--- src/rtl/sram_arbiter.sv ---
// Three-way arbiter for the board SRAM port: boot > data > inst, with a starvation
// guard that lets instruction fetch win after STARVE_MAX data grants.
module sram_arbiter #(
  parameter int ACCESS_CYCLES = 4,
  parameter int STARVE_MAX    = 3
) (
  input  logic        clk,
  input  logic        rst,
  input  logic        boot_req_i,
  input  logic        boot_we_i,
  input  logic [15:0] boot_addr_i,
  input  logic [15:0] boot_wdata_i,
  output logic        boot_ack_o,
  input  logic        d_req_i,
  input  logic        d_we_i,
  input  logic [15:0] d_addr_i,
  input  logic [15:0] d_wdata_i,
  output logic        d_ack_o,
  input  logic        i_req_i,
  input  logic [15:0] i_addr_i,
  output logic        i_ack_o,
  output logic [15:0] rdata_o,
  output logic        stall_o,
  output logic [1:0]  grant_o,
  output logic [15:0] ram_addr_o,
  output logic [15:0] ram_wdata_o,
  input  logic [15:0] ram_rdata_i,
  output logic        ram_data_oe_o,
  output logic        ram_ce_n_o,
  output logic        ram_oe_n_o,
  output logic        ram_we_n_o
);

  // state    | meaning
  // S_IDLE   | arbitrate on sampled request levels, grant_o 0
  // S_ACCESS | SRAM cycle, counter 0..ACCESS_CYCLES-1
  // S_DONE   | one-cycle ack to the owner, strobes released
  typedef enum logic [1:0] {S_IDLE, S_ACCESS, S_DONE} state_t;

  localparam logic [3:0] LAST   = 4'(ACCESS_CYCLES - 1);
  localparam logic [3:0] WE_END = 4'(ACCESS_CYCLES - 2);
  localparam int SW = (STARVE_MAX < 1) ? 1 : $clog2(STARVE_MAX + 1);
  localparam logic [SW-1:0] SMAX = SW'(STARVE_MAX);

  localparam logic [1:0] OWN_NONE = 2'd0;
  localparam logic [1:0] OWN_BOOT = 2'd1;
  localparam logic [1:0] OWN_DATA = 2'd2;
  localparam logic [1:0] OWN_INST = 2'd3;

  state_t        r_state, w_state_nxt;
  logic [3:0]    r_cnt;
  logic [SW-1:0] r_starve;
  logic [1:0]    r_owner;
  logic          r_we;
  logic [15:0]   r_addr;
  logic [15:0]   r_wdata;
  logic [15:0]   r_rdata;
  logic [1:0]    w_win;
  logic          w_acc;
  logic          w_done;

  always_comb begin
    w_state_nxt = r_state;
    w_win       = OWN_NONE;
    case (r_state)
      S_IDLE: begin
        if (boot_req_i)
          w_win = OWN_BOOT;
        else if (i_req_i && (r_starve == SMAX || !d_req_i))
          w_win = OWN_INST;
        else if (d_req_i)
          w_win = OWN_DATA;
        if (w_win != OWN_NONE)
          w_state_nxt = S_ACCESS;
      end
      S_ACCESS: if (r_cnt == LAST) w_state_nxt = S_DONE;
      S_DONE:   w_state_nxt = S_IDLE;
      default:  w_state_nxt = S_IDLE;
    endcase
  end

  always_ff @(posedge clk or negedge rst) begin
    if (!rst) begin
      r_state  <= S_IDLE;
      r_cnt    <= '0;
      r_starve <= '0;
      r_owner  <= OWN_NONE;
      r_we     <= 1'b0;
      r_addr   <= '0;
      r_wdata  <= '0;
      r_rdata  <= '0;
    end else begin
      r_state <= w_state_nxt;
      case (r_state)
        S_IDLE: begin
          if (w_win != OWN_NONE) begin
            r_owner <= w_win;
            r_cnt   <= '0;
            case (w_win)
              OWN_BOOT: begin
                r_addr  <= boot_addr_i;
                r_we    <= boot_we_i;
                r_wdata <= boot_wdata_i;
              end
              OWN_DATA: begin
                r_addr  <= d_addr_i;
                r_we    <= d_we_i;
                r_wdata <= d_wdata_i;
              end
              default: begin
                r_addr <= i_addr_i;
                r_we   <= 1'b0;
              end
            endcase
          end
        end
        S_ACCESS: begin
          if (r_cnt == LAST) begin
            r_cnt <= '0;
            if (!r_we) r_rdata <= ram_rdata_i;
          end else begin
            r_cnt <= r_cnt + 4'd1;
          end
        end
        S_DONE: begin
          r_owner <= OWN_NONE;
          // Fetch starvation only accrues while a fetch is actually waiting
          if (r_owner == OWN_DATA && i_req_i && r_starve != SMAX)
            r_starve <= r_starve + 1'b1;
          else if (r_owner == OWN_INST)
            r_starve <= '0;
        end
        default: ;
      endcase
    end
  end

  assign w_acc  = (r_state == S_ACCESS);
  assign w_done = (r_state == S_DONE);

  assign ram_addr_o    = r_addr;
  assign ram_wdata_o   = r_wdata;
  assign ram_ce_n_o    = ~w_acc;
  assign ram_data_oe_o = w_acc & r_we;
  assign ram_we_n_o    = ~(w_acc & r_we & (r_cnt >= 4'd1) & (r_cnt <= WE_END));
  assign ram_oe_n_o    = ~(w_acc & ~r_we & (r_cnt >= 4'd1));

  assign boot_ack_o = w_done & (r_owner == OWN_BOOT);
  assign d_ack_o    = w_done & (r_owner == OWN_DATA);
  assign i_ack_o    = w_done & (r_owner == OWN_INST);
  assign grant_o    = r_owner;
  assign rdata_o    = r_rdata;

  assign stall_o = (d_req_i & ~d_ack_o) | (i_req_i & ~i_ack_o) | boot_req_i;

endmodule

--- config.mk ---
export PLATFORM = sky130hd
export DESIGN_NAME = sram_arbiter
export DESIGN_NICKNAME = d
export VERILOG_FILES = /design/src/rtl/sram_arbiter.sv
export SDC_FILE = /design/constraint.sdc
export NUM_CORES = 1
export LEC_CHECK = 0
export CORE_ASPECT_RATIO = 1.4
export CORE_MARGIN = 2
export CORE_UTILIZATION = 30
export CTS_CLUSTER_SIZE = 24
export DETAILED_ROUTE_END_ITERATION = 16
export PLACE_DENSITY = 0.63
export SYNTH_ARGS = -nofsm -noshare
export SYNTH_HDL_FRONTEND = slang
export SYNTH_SLANG_ARGS = --single-unit
--- constraint.sdc ---
create_clock -name clk -period 2.7 [get_ports clk]
set_input_delay 0.54 -clock clk [delete_from_list [all_inputs] [get_ports clk]]
set_output_delay 0.54 -clock clk [all_outputs]
set_load 0.01 [all_outputs]
==> run_results.csv, run 1 <==
group,metric,value,unit
clock_network,htree_levels,3,
place,port_buffers,160,
logic_synthesis,syn_inst,302,
logic_synthesis,synthArstFlopShare,1.000,
detailed_routing,drt_pass1_iterations,4,
floorplan,rows,43,
floorplan,die_area,11150,um^2
logic_synthesis,synth-edff-count,0,
global_route,antenna_found_initial,0,
logic_synthesis,yosysTopAreaCellShare,0.4773,
detailed_routing,viasPerCell,4.945,
clock_network,cts_max_path_buffers,2,
floorplan,initial_core_util,0.3107,
setup_path,setup.worst_path.end_class,"output port",
finish,n_antenna_cell,0,
finish,multi_input_area,1471,um^2
setup_path,worst-path-max-fanout,6,
sta,skew,0.004817,ns
place,dp_cells,587,
sta,fmax,0.3856,GHz
detailed_routing,routed-via-count,2982,
power,vdd_drop_max,559.0,uV
global_route,grt_overflow_total,0,
sta,tightest_slew,0.6091,ns
setup_path,startpoint_type,"input pin",
clock_network,clkLatencyLatePin,0.32,ns
sta,finalSetupViolations,0,
detailed_routing,wl_per_cell,15.89,um
logic_synthesis,synth_nets,412,
place,place.gp.congestion,0.7882,
detailed_routing,drc,0,
flow_run,maxCapViolations,0,
finish,syn_to_final_growth,68.16,%
power,p_per_area,1025,nW/um^2
setup_path,rr_worst_depth,9,
clock_network,clockRootBuffer,"clkbuf_16",
logic_synthesis,synth_top_cell_by_area,"dfrtp_1",
floorplan,dieWidth,89.82,um
setup_path,cp.arrival,2.05,ns
detailed_routing,drtIter0Drc,150,
global_route,grt_max_degree,36,
logic_synthesis,netlist-cell-type-count,42,
clock_network,postCtsSetupRepairBufs,0,
detailed_routing,wl,9579,um
sta,period_minus_slack,2.593,ns
clock_network,cts_tree,"done",
finish,fill_cells,902,
logic_synthesis,synth_warnings,0,
finish,final_cells,603,
detailed_routing,antenna_left,0,
place,dp_slack,0.09727,ns
clock_network,clock-sinks,59,
finish,nets,573,
setup_path,required,2.16,ns
finish,regArea,1479,um^2
clock_network,numCtsBuffers,9,
sta,max_slew_margin,0.5939,
floorplan,ios,161,
power,p_leak,2.093,nW
floorplan,core_area,9953,um^2
sta,min_period_over_period,0.9604,
run_status,outcome,"finished, final reports clean",
logic_synthesis,ys_seq_area_frac,0.4773,
sta,setup_ws,0.1069,ns
sta,drv_slew,0,
global_route,grt_pass1_wl,15470,um
logic_synthesis,synthFlopType,"dfrtp_1",
sta,hold_viol_final,0,
logic_synthesis,syn_area,3093,um^2
logic_synthesis,ys_seq_elements,59,
setup_path,criticalPathCategory,"in2out",
logic_synthesis,syn_avg_cell_area,10.24,um^2
clock_network,clkTransAtPathRegs,0.05,ns
finish,drive_gt1_frac,0.1560,
global_route,grt_pass1_vias,3044,
worst_hold_path,hp-class,"in2async",
logic_synthesis,netlist_top_cells_area,"dfrtp_1 (48%), mux2_2 (12%), o21ai_0 (6.3%)",
place,dpl.hpwl,7188,um
global_route,grt_usage,0.1744,
floorplan,die_h,124.1,um
[final cells by class]
class	instances	area share
sequential	59	0.2843
clock inverter	5	0.01010
inverter	6	0.004330
tap	135	0.03248
clock buffer	11	0.04667
multi-input combinational	213	0.2829
timing repair buffer	174	0.3392
[path summary, 6_finish.rpt]
kind	from	slack, ns	end
hold / removal	rst	0.23	ram_wdata_o[4]
max in group asynchronous	rst	1.85	r_state[0]
setup reg to reg	r_starve[0]	0.47	ram_wdata_o[7]
min in group clk	rdata_o[11]	0.50	rdata_o[11]
hold reg to reg	rdata_o[11]	0.50	rdata_o[11]
setup / recovery	d_req_i	0.11	stall_o
[cell usage in the layout, fill, tap and decap left out, types with 5 or more instances in the layout]
cell,n
nor2_1,7
buf_4,9
a21oi_1,18
nand2_1,18
nand3_1,17
dfrtp_1,57
clkbuf_16,9
ha_1,7
inv_1,5
clkdlybuf4s50_1,159
a31oi_1,16
nand2b_1,5
o21ai_0,39
a22oi_1,17
mux2_2,32
buf_12,5
[registers in the layout (all words and copies together), names as in the netlist]
signal / count
rdata_o: 16
ram_wdata_o: 16
r_starve: 2
r_cnt: 4
ram_addr_o: 16
grant_o: 2
r_state: 2
r_we: 1
[cells by family after synthesis]
| logic type | synth area share |
|---|---|
| compound gates | 0.2011 |
| simple gates | 0.1266 |
| flops | 0.4773 |
| mux | 0.1197 |
| buf+inv | 0.04692 |
| fa+ha+maj | 0.02832 |
[layer usage]
metal,vias up,wire length [um],part of all wire,global-route usage
met2,112,4996,0.52,0.3063
li1,1436,-,-,-
met4,0,161,0.017,0.06827
met5,-,0,0,0
met1,1424,3663,0.38,0.2025
met3,10,757,0.079,0.05082
[synth_stat cells, types with 2 or more instances]
cell type	instances
nor2b_1	2
nand2b_1	5
or2_2	3
mux2_2	32
o21ai_0	39
buf_6	3
or3_1	2
buf_2	5
a211o_1	2
inv_1	5
clkbuf_1	14
nor3_2	2
a31oi_1	16
nand3b_1	3
a21oi_1	18
nand3_1	17
nor3_1	2
nor4_1	2
ha_1	7
a22o_1	3
nor2_1	7
dfrtp_1	59
a21o_1	2
nand2_1	18
a22oi_1	17
[per-stage QoR]
| step | power (mW) | area [um^2] | TNS (ns) | util | hold WS (ns) |
|---|---|---|---|---|---|
| 6_report | 5.329 | 5201 | 0 | 0.5226 | 0.2275 |
| 5_1_grt | 5.701 | 5201 | -0.007228 | 0.5226 | 0.2723 |
| 4_1_cts | 5.393 | 5200 | 0 | 0.5224 | 0.2445 |
| 3_5_place_dp | 4.242 | 4903 | 0 | 0.4926 | 0.4949 |
| 3_3_place_gp | 4.199 | 4903 | 0 | 0.4926 | 0.4877 |
| 2_1_floorplan | 2.879 | 3093 | 0 | - | 0.2444 |
[repair_timing]
action	in CTS	in global routing
setup endpoints to repair	1	1
gates resized for setup	1	1
hold buffers	0	0
[power by group]
group | internal (mW) | switching, mW
Combinational | 1.51 | 1.12
Clock | 0.733 | 0.386
Sequential | 1.31 | 0.275
Total | 3.55 | 1.78
[critical path: stages]
cell and delay (ns):
clkdlybuf4s50_1 0.55, buf_4 0.15, o21ai_0 0.07, a22oi_1 0.18
clkdlybuf4s50_1 0.56
Power figures use the tool's default switching activity.
==> run 2, diff against run 1 <==
--- a/config.mk
+++ b/config.mk
@@ -6,10 +6,12 @@
 export NUM_CORES = 1
 export LEC_CHECK = 0
+export CELL_PAD_IN_SITES_DETAIL_PLACEMENT = 0
+export CELL_PAD_IN_SITES_GLOBAL_PLACEMENT = 1
 export CORE_ASPECT_RATIO = 1.4
 export CORE_MARGIN = 2
-export CORE_UTILIZATION = 30
+export CORE_UTILIZATION = 29
 export CTS_CLUSTER_SIZE = 24
 export DETAILED_ROUTE_END_ITERATION = 16
-export PLACE_DENSITY = 0.63
+export PLACE_DENSITY = 0.8
 export SYNTH_ARGS = -nofsm -noshare
 export SYNTH_HDL_FRONTEND = slang
==> constraint.sdc (replaced) <==
create_clock -name clk -period 2.7 [get_ports clk]
set_input_delay 0.54 -clock clk [delete_from_list [all_inputs] [get_ports clk]]
set_output_delay 0.54 -clock clk [all_outputs]
set_load 0.005 [all_outputs]
==> run_results.csv, run 2 (synthesized netlist as in run 1, its figures left out) <==
group,metric,value,unit
run_status,outcome,"finished, final reports clean",
global_route,grt_pass1_vias,3170,
setup_path,cp.arrival,1.98,ns
finish,nets,572,
detailed_routing,routed-via-count,3022,
place,dpl.hpwl,7217,um
finish,n_antenna_cell,0,
clock_network,clkLatencyLatePin,0.32,ns
global_route,antenna_found_initial,0,
clock_network,htree_levels,3,
setup_path,criticalPathCategory,"in2out",
setup_path,startpoint_type,"input pin",
setup_path,required,2.16,ns
finish,drive_gt1_frac,0.1542,
global_route,grt_max_degree,33,
detailed_routing,drt_pass1_iterations,4,
place,port_buffers,160,
detailed_routing,wl,9615,um
finish,final_common_cell,"clkdlybuf4s50_1",
sta,min_period_over_period,0.9350,
detailed_routing,antenna_left,0,
place,place.gp.congestion,0.7837,
floorplan,die_area,11520,um^2
setup_path,critPathMaxStageDelay,0.64,ns
clock_network,clock-sinks,59,
setup_path,critPathTopFamily,"buffers and inverters",
floorplan,dieWidth,91.28,um
sta,skew,0.004899,ns
sta,fmax,0.3961,GHz
clock_network,cts_hold_buf,0,
setup_path,critPathBufInv,2,
floorplan,core_area,10410,um^2
global_route,grt_pass1_wl,15530,um
setup_path,crit_path_frequent_cell,"clkdlybuf4s50_1",
sta,drv_slew,0,
global_route,grt_overflow_total,0,
sta,finalSetupViolations,0,
sta,period_minus_slack,2.524,ns
floorplan,ios,161,
floorplan,rows,44,
detailed_routing,wl_per_cell,15.89,um
global_route,grt_usage,0.1687,
sta,max_slew_margin,0.5333,
clock_network,clockRootBuffer,"clkbuf_16",
finish,finish.utilization,0.4981,
setup_path,worst-path-max-fanout,9,
power,vdd_drop_max,335.1,uV
sta,hold_slack,0.2644,ns
detailed_routing,viasPerCell,4.995,
sta,tightest_slew,0.7001,ns
clock_network,clkTransAtPathRegs,0.05,ns
flow_run,maxCapViolations,0,
worst_hold_path,hp-class,"in2async",
setup_path,cp_cell_sequence,"clkdlybuf4s50_1, nor2_1, a22oi_1, clkdlybuf4s50_1",
finish,final_cell_mix,"clkdlybuf4s50_1 (159), dfrtp_1 (58), o21ai_0 (39), mux2_2 (32)",
floorplan,initial_core_util,0.2973,
clock_network,cts_max_path_buffers,2,
floorplan,die_h,126.2,um
finish,syn_to_final_growth,67.56,%
detailed_routing,drc,0,
sta,hold_viol_final,0,
power,p_per_area,990.7,nW/um^2
detailed_routing,drtIter0Drc,105,
setup_path,setup.worst_path.end_class,"output port",
sta,rsz0062_at_grt,"no",
clock_network,numCtsBuffers,9,
sta,fin_tns_setup,0,ns
setup_path,crit_slowest_cell,"clkdlybuf4s50_1",
clock_network,cts_tree,"done",
power,p_leak,2.081,nW
## run 2: cell type report
type                    count  area [um^2]
well taps                 138        172.7
clock inverters             7        68.82
flip-flops and latches     59         1478
repair buffers            173         1744
fillers                   948         5223
multi-input cells         213         1471
inverters                   6        22.52
clock buffers               9        225.2
## run 2: worst reg2reg max path: stages, from the launching register on
cell and delay (ns):
dfrtp_1 0.41, ha_1 0.26, nand2b_1 0.16, a21oi_1 0.25, nor2_1 0.07, ha_1 0.41, a22oi_1 0.26, o21ai_0 0.09
mux2_2 0.26
## run 2: power breakdown
group	switching (mW)	leakage (nW)	internal, mW	total [mW]
Sequential	0.260	0.694	1.30	1.56
Combinational	0.970	1.25	1.49	2.46
Clock	0.403	0.141	0.709	1.11
Total	1.63	2.08	3.50	5.13
## run 2: metal layers
| layer | up-vias | GRT usage | part of all wire |
|---|---|---|---|
| li1 | 1424 | - | - |
| met1 | 1469 | 0.1782 | 0.38 |
| met2 | 107 | 0.3142 | 0.54 |
| met3 | 22 | 0.04127 | 0.055 |
| met4 | 0 | 0.07308 | 0.029 |
| met5 | - | 0 | 0 |
## run 2: stage by stage
| stage | cells | area (um^2) | setup slack [ns] | total power, mW |
|---|---|---|---|---|
| 6_report | 605 | 5182 | 0.1756 | 5.134 |
| 5_1_grt | 605 | 5182 | 0.008453 | 5.499 |
| 3_3_place_gp | 589 | 4887 | 0.05312 | 4.007 |
| 4_1_cts | 605 | 5181 | 0.09288 | 5.211 |
| 3_5_place_dp | 589 | 4887 | 0.01832 | 4.068 |
| 2_1_floorplan | 302 | 3093 | 0.2806 | 2.721 |
## run 2: repair_timing
item	CTS	global route
setup buffers	0	0
resized for setup	0	1
setup endpoints to repair	0	1
## run 2: final timing paths
| path | slack, ns | startpoint | to | depth (start not counted) |
|---|---|---|---|---|
| setup / recovery | 0.18 | i_req_i | stall_o | 4 |
| hold / removal | 0.26 | rst | rdata_o[1] | 1 |
| setup reg to reg | 0.40 | r_starve[0] | ram_addr_o[13] | 8 |
| hold reg to reg | 0.50 | rdata_o[3] | rdata_o[3] | 1 |
| max in group asynchronous | 1.81 | rst | r_state[1] | 2 |
| min in group clk | 0.50 | rdata_o[3] | rdata_o[3] | 1 |
